===== src/rtl/uart_tx_fifo_feeder.sv =====
// Byte FIFO + frame scheduler feeding a UART transmit controller, one byte per frame.
// Latency: a byte pushed into an empty, idle feeder is presented (SBUF + En strobe) one edge later.
// Backpressure: pushes are dropped while Full; the next byte waits for the controller's Doneflg.
//
// Ports:
//   CLK, RSTn          clock, async active-low reset
//   Wr_en, Wr_data     push strobe and byte
//   Doneflg            frame-done pulse from the transmit controller
//   SBUF, En           byte under transmission, one-cycle start strobe
//   Full, Empty, Count FIFO occupancy (Count excludes the byte held in SBUF)
//   Busy               frame in flight or bytes pending
//   Overflow, Ovf_clr  sticky dropped-write flag and its clear
// Build option: define UART_TX_OVERFLOW_EN to synthesize the Overflow flag;
// otherwise Overflow is constant 0 and Ovf_clr is ignored.
module uart_tx_fifo_feeder #(
  parameter int DEPTH_LOG2 = 4
) (
  input  logic                  CLK,
  input  logic                  RSTn,
  input  logic                  Wr_en,
  input  logic [7:0]            Wr_data,
  input  logic                  Doneflg,
  input  logic                  Ovf_clr,
  output logic [7:0]            SBUF,
  output logic                  En,
  output logic                  Full,
  output logic                  Empty,
  output logic [DEPTH_LOG2:0]   Count,
  output logic                  Busy,
  output logic                  Overflow
);

  localparam int                DEPTH     = 1 << DEPTH_LOG2;
  localparam logic [DEPTH_LOG2:0] DEPTH_CNT = (DEPTH_LOG2 + 1)'(DEPTH);

  typedef enum logic {
    S_IDLE = 1'b0,
    S_BUSY = 1'b1
  } state_t;

  state_t                r_state;
  state_t                w_state_nxt;
  logic [7:0]            r_mem [DEPTH];
  logic [DEPTH_LOG2-1:0] r_wr_ptr;
  logic [DEPTH_LOG2-1:0] r_rd_ptr;
  logic [DEPTH_LOG2:0]   r_count;
  logic [7:0]            r_sbuf;
  logic                  r_en;
  logic                  w_full;
  logic                  w_empty;
  logic                  w_push;
  logic                  w_pop;

  assign w_full  = (r_count == DEPTH_CNT);
  assign w_empty = (r_count == '0);
  // A push against a full FIFO is lost even if a pop frees a slot on the same edge.
  assign w_push  = Wr_en && !w_full;

  always_comb begin
    w_state_nxt = r_state;
    w_pop       = 1'b0;
    case (r_state)
      S_IDLE: begin
        if (!w_empty) begin
          w_pop       = 1'b1;
          w_state_nxt = S_BUSY;
        end
      end
      S_BUSY: begin
        // Doneflg only matters here; a stray pulse in IDLE is ignored.
        if (Doneflg) w_state_nxt = S_IDLE;
      end
      default: w_state_nxt = S_IDLE;
    endcase
  end

  always_ff @(posedge CLK or negedge RSTn) begin
    if (!RSTn) begin
      r_state  <= S_IDLE;
      r_wr_ptr <= '0;
      r_rd_ptr <= '0;
      r_count  <= '0;
      r_sbuf   <= 8'h00;
      r_en     <= 1'b0;
    end else begin
      r_state <= w_state_nxt;
      r_en    <= w_pop;
      if (w_push) r_wr_ptr <= r_wr_ptr + DEPTH_LOG2'(1);
      // SBUF only changes on a pop, so it stays stable for the whole frame.
      if (w_pop) begin
        r_sbuf   <= r_mem[r_rd_ptr];
        r_rd_ptr <= r_rd_ptr + DEPTH_LOG2'(1);
      end
      case ({w_push, w_pop})
        2'b10:   r_count <= r_count + (DEPTH_LOG2 + 1)'(1);
        2'b01:   r_count <= r_count - (DEPTH_LOG2 + 1)'(1);
        default: r_count <= r_count;
      endcase
    end
  end

  // Storage is not reset; contents are meaningless until written.
  always_ff @(posedge CLK) begin
    if (w_push) r_mem[r_wr_ptr] <= Wr_data;
  end

`ifdef UART_TX_OVERFLOW_EN
  logic r_overflow;
  always_ff @(posedge CLK or negedge RSTn) begin
    if (!RSTn) begin
      r_overflow <= 1'b0;
    end else if (Wr_en && w_full) begin
      r_overflow <= 1'b1;     // set has priority over a simultaneous clear
    end else if (Ovf_clr) begin
      r_overflow <= 1'b0;
    end
  end
  assign Overflow = r_overflow;
`else
  logic w_unused_ovf_clr;
  assign w_unused_ovf_clr = Ovf_clr;
  assign Overflow         = 1'b0;
`endif

  assign SBUF  = r_sbuf;
  assign En    = r_en;
  assign Full  = w_full;
  assign Empty = w_empty;
  assign Count = r_count;
  assign Busy  = (r_state == S_BUSY) || !w_empty;

endmodule


===== config.mk =====
export PLATFORM = sky130hd
export DESIGN_NAME = uart_tx_fifo_feeder
export DESIGN_NICKNAME = d
export VERILOG_FILES = /design/src/rtl/uart_tx_fifo_feeder.sv
export SDC_FILE = /design/constraint.sdc
export NUM_CORES = 1
export LEC_CHECK = 0
export ABC_AREA = 0
export CORE_UTILIZATION = 40
export DETAILED_ROUTE_END_ITERATION = 8
export RECOVER_POWER = 100
export SETUP_SLACK_MARGIN = 0.5
export SKIP_LAST_GASP = 1
export SLEW_MARGIN = 20
export SYNTH_ARGS = -nofsm -noshare
export SYNTH_HDL_FRONTEND = slang
export SYNTH_SLANG_ARGS = --single-unit

===== constraint.sdc =====
create_clock -name CLK -period 3.1 [get_ports CLK]
set_clock_uncertainty 0.15 [all_clocks]
set_input_delay 0.62 -clock CLK [delete_from_list [all_inputs] [get_ports CLK]]
set_output_delay 0.62 -clock CLK [all_outputs]
set_load 0.01 [all_outputs]

==> results of run 1 <==
-- power groups by stage --
stage,clock (mW),combinational [mW],sequential (mW)
floorplan,0,1.38,2.71
global placement,0,1.89,2.76
detailed placement,0,1.90,2.78
CTS,1.91,1.97,2.72
global route,1.98,2.10,2.75
finish,1.87,1.91,2.71
-- cells by family after synthesis --
kind of cell / count (synthesis) / share of synthesized area, %
xor gates and xnor gates: 9 / 1.285
buffers and inverters: 26 / 2.488
and+or+nand+nor: 62 / 4.914
muxes: 49 / 14.54
adders and majority gates: 9 / 1.835
AOI/OAI and AO/OA: 23 / 2.855
other: 1 / 0.06112
DFF: 151 / 72.02
-- path summary, 6_finish.rpt --
check                                   end  slack [ps]      from  cells after the start
worst max-delay path               Count[4]         360  Count[0]                     12
worst min-delay path                SBUF[0]         340   SBUF[0]                      2
worst max register to register     Count[4]         360  Count[0]                     12
worst min register to register      SBUF[0]         340   SBUF[0]                      2
max in group asynchronous       r_rd_ptr[2]         910      RSTn                      2
min in group asynchronous          Count[2]         930      RSTn                      2
-- metal layers --
metal / part of all wire, % / GRT usage, % / up-vias
li1: - / - / 1431
met1: 44 / 20.46 / 1607
met2: 51 / 25.52 / 61
met3: 3.9 / 4.376 / 10
met4: 1.1 / 5.953 / 0
met5: 0 / 0 / -
-- cell type report --
type | instances | area, um^2 | area share (%)
Sequential cell | 151 | 4425 | 60.76
Timing Repair Buffer | 64 | 471.7 | 6.477
Multi-Input combinational cell | 153 | 1597 | 21.92
Inverter | 6 | 25.02 | 0.3436
Clock buffer | 17 | 425.4 | 5.841
Tap cell | 184 | 230.2 | 3.161
Clock inverter | 14 | 108.9 | 1.495
-- tightest hold or removal path, cell delays in order (launching register included) --
cell and delay, ps:
dfrtp_1 340, nand2_1 50, o221ai_1 60
-- repair_timing --
action,in CTS,in global routing
buffers inserted,4,6
cloned,0,0
hold buffers,0,0
pin swaps,2,7
endpoints found under the setup margin,4,4
resized for setup,7,14
-- state kept, by name, indices dropped and copies added (netlist names) --
signal	flops
En	1
r_rd_ptr	4
r_wr_ptr	4
SBUF	8
Count	5
r_mem	128
r_state	1
-- layout by cell type, fill, tap and decap left out, types with 2 or more instances in the layout --
master           netlist  routed
edfxtp_1             128     128
mux4_2                32      32
clkbuf_1               3      25
nand2_1               23      23
dlygate4sd3_1          0      22
dfrtp_1               23      18
nor2_1                18      18
clkbuf_16              0      17
mux2i_1               16      16
o221ai_1               8       8
buf_4                  2       7
xnor2_1                6       6
ha_1                   9       6
clkinv_1               0       6
dfrtp_2                0       5
inv_1                  5       5
nand2b_1               4       4
nor3_1                 4       4
xor2_1                 3       3
a21oi_1                3       3
nor2b_1                3       3
inv_6                  0       3
clkdlybuf4s50_1        0       3
clkbuf_4               0       3
o21ai_0                4       2
nand4_1                2       2
ha_4                   0       2
clkinv_4               0       2
buf_6                  5       2
-- metrics by stage --
step           utilization (%)  setup WS, ps  instances
2_1_floorplan                -         503.5        330
3_3_place_gp             45.64         232.2        548
3_5_place_dp             45.64         211.8        548
6_report                 49.36         355.7        589
4_1_cts                  49.47         301.9        583
5_1_grt                  49.36         205.2        589
==> results.toml, run 1 <==
[timing]
min_period_over_period_pct = 88.53
whs_ps = 337.5
finalCriticalPeriod_ps = 2744
report.final.setup_viol = 0
rsz0062_at_grt = "true"
fmax_mhz = 364.4
max_slew.worst_pin.slew_ps = 1457
tns_ps = 0
final_max_slew_viol_count = 0
maxSlewHeadroom_pct = 2.884
hold_violations = 0

[layout]
drive_above_1_share_pct = 20.99
area_delta_synth_final_pct = 18.70
nNetsFinal = 415
diodes = 0
fillers = 1243
design_area_um2 = 7283

[floorplanning]
initial_core_util_pct = 41.59
ios = 31
die_y_um = 125.9
die_w_um = 125.9
core_um2 = 14750
dieArea_um2 = 15840
core.rowCount = 44

[route]
vias_per_cell = 5.278
drc = 0
drt_first_pass_iters = 4
drtIter0Drc = 200
wl_per_cell_um = 19.46
totalWireLength_mm = 11.46
antenna_left = 0
dr_total_vias = 3109

[critical_path]
slowest_stage = "nor4_1"
crit_required_ps = 3250
cp_slowest_stage_delay_ps = 430
worstSetupStartpointType = "register"
crit_family = "simple AND/OR/NAND/NOR gates"
cp_common_cell = "buf_4"
worstPathArrival_ps = 2900
criticalPathCategory = "reg2reg"
end_kind = "register"
path_buf_inv = 4
path_cells = "buf_6 > nor4_1 > buf_4 > a21boi_2 > inv_1 > ha_4 > xor2_1 > ha_2 > o211a_1 > buf_4 > o41ai_2 > nor4b_1"
path_max_fanout = 6

[clock_tree]
cts_sinks = 151
cts_made_buffers = 17
cts_root_buf = "clkbuf_16"
cts_max_path_buffers = 2
clk_latency_ps = 410
clkSlewWorstSetupHoldPaths_ps = 60
cts_tree = "done"
htree_levels = 4

[logic_synthesis]
yosys-top-cells-area = "edfxtp_1, mux4_2, dfrtp_1, mux2i_1, ha_1"
syn_inst = 330
synth_area_um2 = 6136
yosysMostFrequentCell = "edfxtp_1"
syn_nets = 352
netlist_top_cells_count = "edfxtp_1, mux4_2, dfrtp_1, nand2_1, nor2_1"
synth_ff_type = "edfxtp_1"
yosysSeqAreaShare_pct = 72.02
syn_avg_cell_area_um2 = 18.59
synth.distinct_cells = 41
yosys.area.top_type = "edfxtp_1"
ys_seq_elements = 151
synth_edf_count = 128
synth_top_area_share_pct = 62.64
synthArstFlopShare_pct = 15.23
ys_warn_count = 0

[pwr]
comb_power_share_pct = 29.4
irDropWorstVdd_mv = 0.4831
leakagePower_nw = 2.473
p_total_mw = 6.490
powerDensity_nw_per_um2 = 891.1
pwr-share-seq_pct = 41.8
internal-power_mw = 4.558
clock_power_share_pct = 28.8
p_sw_mw = 1.932
p_sw_share_pct = 29.76

[hold_path]
hold_class = "reg2reg"

[placement]
place_area_um2 = 6734
portBuffers = 28
place_congestion = 0.7490
place_hpwl_mm = 7.059

[grt]
grt_pass1_wl_mm = 17.86
grt_pass1_vias = 3111
gr-usage-all-layers_pct = 15.79
grt_antenna_before_repair = 0
grt_overflow = 0
grt_max_degree = 35

[flow_run]
drv.max_cap_violation_count = 0

[status]
status = "completed"
No activity file was read; power rests on OpenSTA's default activity.
==> inputs of run 2 (changes only) <==
--- a/config.mk
+++ b/config.mk
@@ -8,7 +8,6 @@
 export ABC_AREA = 0
 export CORE_UTILIZATION = 40
 export DETAILED_ROUTE_END_ITERATION = 8
-export RECOVER_POWER = 100
 export SETUP_SLACK_MARGIN = 0.5
 export SKIP_LAST_GASP = 1
 export SLEW_MARGIN = 20
==> constraint.sdc (replaced) <==
create_clock -name CLK -period 2.7 [get_ports CLK]
set_clock_uncertainty 0.15 [all_clocks]
set_input_delay 0.54 -clock CLK [delete_from_list [all_inputs] [get_ports CLK]]
set_output_delay 0.54 -clock CLK [all_outputs]
set_load 0.01 [all_outputs]
==> run 2 against run 1 <==
Compared with the run above: worst hold slack improved by 8.9 ps; clock power grew 41%; via count up 4.0%; global-route usage up 0.91 points; largest cell class unchanged; wire length grew 7.9%; sequential power grew 15%; register-to-register slack got worse by 240 ps; die area stayed put.
==> results.toml, run 2 (same netlist as run 1, synthesis figures left out) <==
[status]
status = "completed"

[clock_tree]
clkSlewWorstSetupHoldPaths_ps = 60
postCtsHoldBufs = 0
cts_sinks = 151
clk_latency_ps = 420
cts_made_buffers = 17
htree_levels = 4
cts_max_path_buffers = 2
cts_root_buf = "clkbuf_16"
cts_tree = "done"

[critical_path]
crit_required_ps = 2010
worstSetupStartpointType = "register"
end_kind = "output pin"
slowest_stage = "or4_4"
worstPathArrival_ps = 1940
path_max_fanout = 2
criticalPathCategory = "reg2out"
path_cells = "buf_4 > or4_4 > or3_4 > buf_6"
cp_slowest_stage_delay_ps = 500

[layout]
top_register = "r_mem"
fillers = 1155
mostFrequentLayoutCells = "edfxtp_1, buf_4, mux4_2"
regArea_um2 = 4424
layout_commonest_cell = "edfxtp_1"
multi_input_area_um2 = 1677
area_delta_synth_final_pct = 26.33
drive_above_1_share_pct = 34.20
largest_register_ffs = 128
nNetsFinal = 433
diodes = 0

[floorplanning]
ios = 31
die_y_um = 125.9
die_w_um = 125.9
initial_core_util_pct = 41.59
core.rowCount = 44
core_um2 = 14750
dieArea_um2 = 15840

[placement]
portBuffers = 28
place_hpwl_mm = 7.551
place_ws_ps = -25.07
place_congestion = 0.7239

[timing]
max_slew.worst_pin.slew_ps = 567.8
whs_ps = 346.5
fmax_mhz = 379.7
layout_setup_ws_ps = 66.62
min_period_over_period_pct = 97.53
report.final.setup_viol = 0
rsz0062_at_grt = "true"
finalCriticalPeriod_ps = 2633
hold_violations = 0
maxSlewHeadroom_pct = 62.03
final_max_slew_viol_count = 0

[route]
topRoutingLayerUsed = "met4"
vias_per_cell = 5.316
met3_length_um = 432
routed-wl-met2_mm = 6.299
drc = 0
drtIter0Drc = 228
drt_first_pass_iters = 4
drt-met1-wl_mm = 5.488
totalWireLength_mm = 12.37
wl_per_cell_um = 20.35
antenna_left = 0
dr_total_vias = 3232

[hold_path]
hold_class = "in2async"

[grt]
grt_max_degree = 35
grt_pass1_wl_mm = 18.84
grt_pass1_vias = 3329
gr-usage-all-layers_pct = 16.70
grt_overflow = 0
grt_antenna_before_repair = 0

[pwr]
p_total_mw = 8.263
irDropWorstVdd_mv = 0.5686
leakagePower_nw = 2.774
powerDensity_nw_per_um2 = 1066

[flow_run]
drv.max_cap_violation_count = 0
==> run 2: cell types whose count changed in the layout (fill, tap and decap cells not counted), moves of 3 or more <==
cell | previous run | this run
buf_4 | 7 | 45
buf_6 | 2 | 8
bufinv_16 | 1 | 6
clkbuf_1 | 25 | 1
clkbuf_4 | 3 | 0
clkdlybuf4s50_1 | 3 | 22
clkinv_1 | 6 | 2
dlygate4sd3_1 | 22 | 0
dlymetal6s2s_1 | 0 | 3
inv_6 | 3 | 0
nor3_1 | 4 | 1
nor3_2 | 0 | 3
==> run 2: critical path: cells and delay by family, from the launching register on <==
family,cells,cell delay (ps)
DFF,1,410
and+or+nand+nor,2,850
buffers and inverters,2,260
==> run 2: layout make-up <==
cell class / count / area share, %
Inverter: 6 / 0.3228
Sequential cell: 151 / 57.08
Tap cell: 184 / 2.970
Clock inverter: 14 / 2.970
Timing Repair Buffer: 82 / 9.492
Clock buffer: 18 / 5.537
Multi-Input combinational cell: 153 / 21.63
==> run 2: path summary, 6_finish.rpt <==
check                         start           to  slack, ps  cells after the start
setup reg to reg           Count[0]     Count[4]        120                     11
setup / recovery           Count[0]         Busy         70                      4
max in group asynchronous      RSTn  r_rd_ptr[2]       1760                      2
min in group CLK            SBUF[1]      SBUF[1]        350                      2
hold reg to reg             SBUF[1]      SBUF[1]        350                      2
hold / removal                 RSTn     Count[1]        350                      2
==> run 2: power by group <==
part / internal (mW) / leakage [nW] / switching [mW]
clock network: 1.72 / 0.315 / 0.908
logic: 1.30 / 1.03 / 1.21
registers: 2.90 / 1.43 / 0.220
total: 5.93 / 2.77 / 2.33
==> run 2: repair_timing <==
item | in CTS | in global routing
setup buffers | 10 | 9
pin swaps | 7 | 12
setup endpoints to repair | 8 | 29
resized for setup | 23 | 22
==> run 2: per-layer routing <==
| layer | track usage, % | up-vias |
|---|---|---|
| met4 | 5.741 | 0 |
| met3 | 4.758 | 17 |
| met5 | 0 | - |
| met2 | 27.84 | 66 |
| li1 | - | 1466 |
| met1 | 21.03 | 1683 |
==> run 2: through the flow <==
step                TNS (ps)  instances  area, um^2  utilization [%]
floorplan                  0        330        6172                -
global placement           0        557        6834            46.32
detailed placement    -25.07        557        6834            46.32
CTS                        0        599        7595            51.48
global route          -4.432        608        7751            52.54
finish                     0        608        7751            52.54
==> inputs of run 3 (changes only) <==
--- a/config.mk
+++ b/config.mk
@@ -6,6 +6,7 @@
 export NUM_CORES = 1
 export LEC_CHECK = 0
 export ABC_AREA = 0
+export CORE_ASPECT_RATIO = 0.7
 export CORE_UTILIZATION = 40
 export DETAILED_ROUTE_END_ITERATION = 8
 export SETUP_SLACK_MARGIN = 0.5
==> run 3 against run 2 <==
Compared with the run above: utilization shrank 0.81 points; wire length grew 1.8%; clock-buffer cell count is the same; critical path depth is the same; via count shrank 1.5%; non-clock buffer count shrank 5; critical endpoint unchanged.
==> results.toml, run 3 (same netlist as run 1, synthesis figures left out) <==
[status]
status = "completed"

[route]
totalWireLength_mm = 12.59
dr_total_vias = 3184
drtIter0Drc = 200
drt_first_pass_iters = 4
wl_per_cell_um = 20.51
drc = 0
vias_per_cell = 5.186
antenna_left = 0

[critical_path]
worstPathArrival_ps = 1940
rr_startpoint = "Count[0]"
end_kind = "output pin"
path_cells = "buf_4 > or4_4 > or3_4 > buf_6"
path_buf_inv = 2
r2r_end = "Count[4]"
reg2reg_slack_ps = 120
path_max_fanout = 2
cp_num_cells = 4
worstSetupStartpointType = "register"
crit_required_ps = 2010
cp_slowest_stage_delay_ps = 500
slowest_stage = "or4_4"
crit_family = "simple AND/OR/NAND/NOR gates"
criticalPathCategory = "reg2out"
r2r.worst_path.cells = 11

[timing]
hold_violations = 0
min_period_over_period_pct = 97.32
fmax_mhz = 380.6
whs_ps = 337.0
final_max_slew_viol_count = 0
finalCriticalPeriod_ps = 2628
layout_setup_ws_ps = 72.46
rsz0062_at_grt = "true"
maxSlewHeadroom_pct = 50.88
max_slew.worst_pin.slew_ps = 736.8
report.final.setup_viol = 0
tns_ps = 0

[placement]
place_hpwl_mm = 7.985
place_ws_ps = -0.2578
place_congestion = 0.7508
place_area_um2 = 6838
portBuffers = 28
dp_cells = 565

[floorplanning]
ios = 31
dieArea_um2 = 15850
core.rowCount = 37
die_w_um = 150.0
initial_core_util_pct = 41.42
core_um2 = 14810
die_y_um = 105.6

[pwr]
clock_power_share_pct = 30.6
comb_power_share_pct = 30.9
leakagePower_nw = 2.707
internal-power_mw = 5.756
powerDensity_nw_per_um2 = 1065
pwr-share-seq_pct = 38.5
p_sw_mw = 2.403
irDropWorstVdd_mv = 0.5044
p_total_mw = 8.160
p_sw_share_pct = 29.45

[clock_tree]
cts_made_buffers = 17
cts_tree = "done"
cts_max_path_buffers = 2
cts_root_buf = "clkbuf_16"
postCtsHoldBufs = 0
cts_sinks = 151
clk_latency_ps = 410
clkSlewWorstSetupHoldPaths_ps = 70
htree_levels = 4

[layout]
nNetsFinal = 428
area_delta_synth_final_pct = 24.88
diodes = 0
mostFrequentLayoutCells = "edfxtp_1, buf_4, mux4_2"
largest_register_ffs = 128
fillers = 1213
instances_no_fill = 614
design_area_um2 = 7662
drive_above_1_share_pct = 31.74
layout_commonest_cell = "edfxtp_1"
final_core_util_pct = 51.72
top_register = "r_mem"
multi_input_area_um2 = 1650
regArea_um2 = 4422

[flow_run]
drv.max_cap_violation_count = 0

[grt]
grt_max_degree = 34
grt_pass1_vias = 3250
grt_overflow = 0
grt_antenna_before_repair = 0
gr-usage-all-layers_pct = 17.27
grt_pass1_wl_mm = 19.09

[hold_path]
hold_class = "in2async"
[run 3: changes by cell type in the layout (fill, tap and decap cells not counted), moves of 2 or more]
cell            previous run  this run
buf_4                     45        40
inv_6                      0         5
bufinv_16                  6         4
dfrtp_1                   19        21
dfrtp_2                    4         2
dlygate4sd2_1              0         2
dlymetal6s2s_1             3         1
nor3_1                     1         3
nor3_2                     3         1
[run 3: timing repair]
action,4_1_cts,5_1_grt
pin swaps,4,7
resized for setup,23,12
setup endpoints to repair,9,19
setup buffers,6,11
[run 3: final cells by class]
| class | count | share of cell area (%) |
|---|---|---|
| sequential | 151 | 57.71 |
| multi-input combinational | 153 | 21.54 |
| timing repair buffer | 77 | 9.128 |
| clock buffer | 18 | 5.601 |
| tap | 195 | 3.184 |
| clock inverter | 14 | 2.515 |
| inverter | 6 | 0.3266 |
[run 3: power by group through the flow]
stage	sequential [mW]	combinational (mW)	clock (mW)
final	3.14	2.52	2.50
after floorplan	3.11	1.60	0
after detailed placement	3.22	2.32	0
after CTS	3.17	2.41	2.53
after global routing	3.19	2.75	2.64
after global placement	3.21	2.30	0
[run 3: per-layer routing]
layer | routed length [um] | GRT usage, % | vias to the layer above
met5 | 0 | 0 | -
met3 | 873 | 3.420 | 15
met4 | 141 | 6.638 | 0
li1 | - | - | 1456
met1 | 5865 | 25.42 | 1626
met2 | 5713 | 25.30 | 87
[run 3: how the worst max path moves through the flow]
stage / slack (ps) / end / start
6_report: 70 / Busy / Count[3]
5_1_grt: 20 / Busy / Count[0]
4_1_cts: 110 / Busy / Count[3]
3_5_place_dp: -0.3 / Count[4] / Wr_en
3_3_place_gp: -20 / Count[4] / Wr_en
2_1_floorplan: 190 / Count[4] / Count[2]
[run 3: worst register-to-register path: stages, from the launching register on]
cell	delay [ps]
dfrtp_1	380
buf_6	120
nor4_4	330
a21o_1	230
inv_4	60
ha_4	180
xor2_1	150
ha_2	180
o211a_1	220
o21ai_1	130
o41ai_1	90
nor4b_1	260
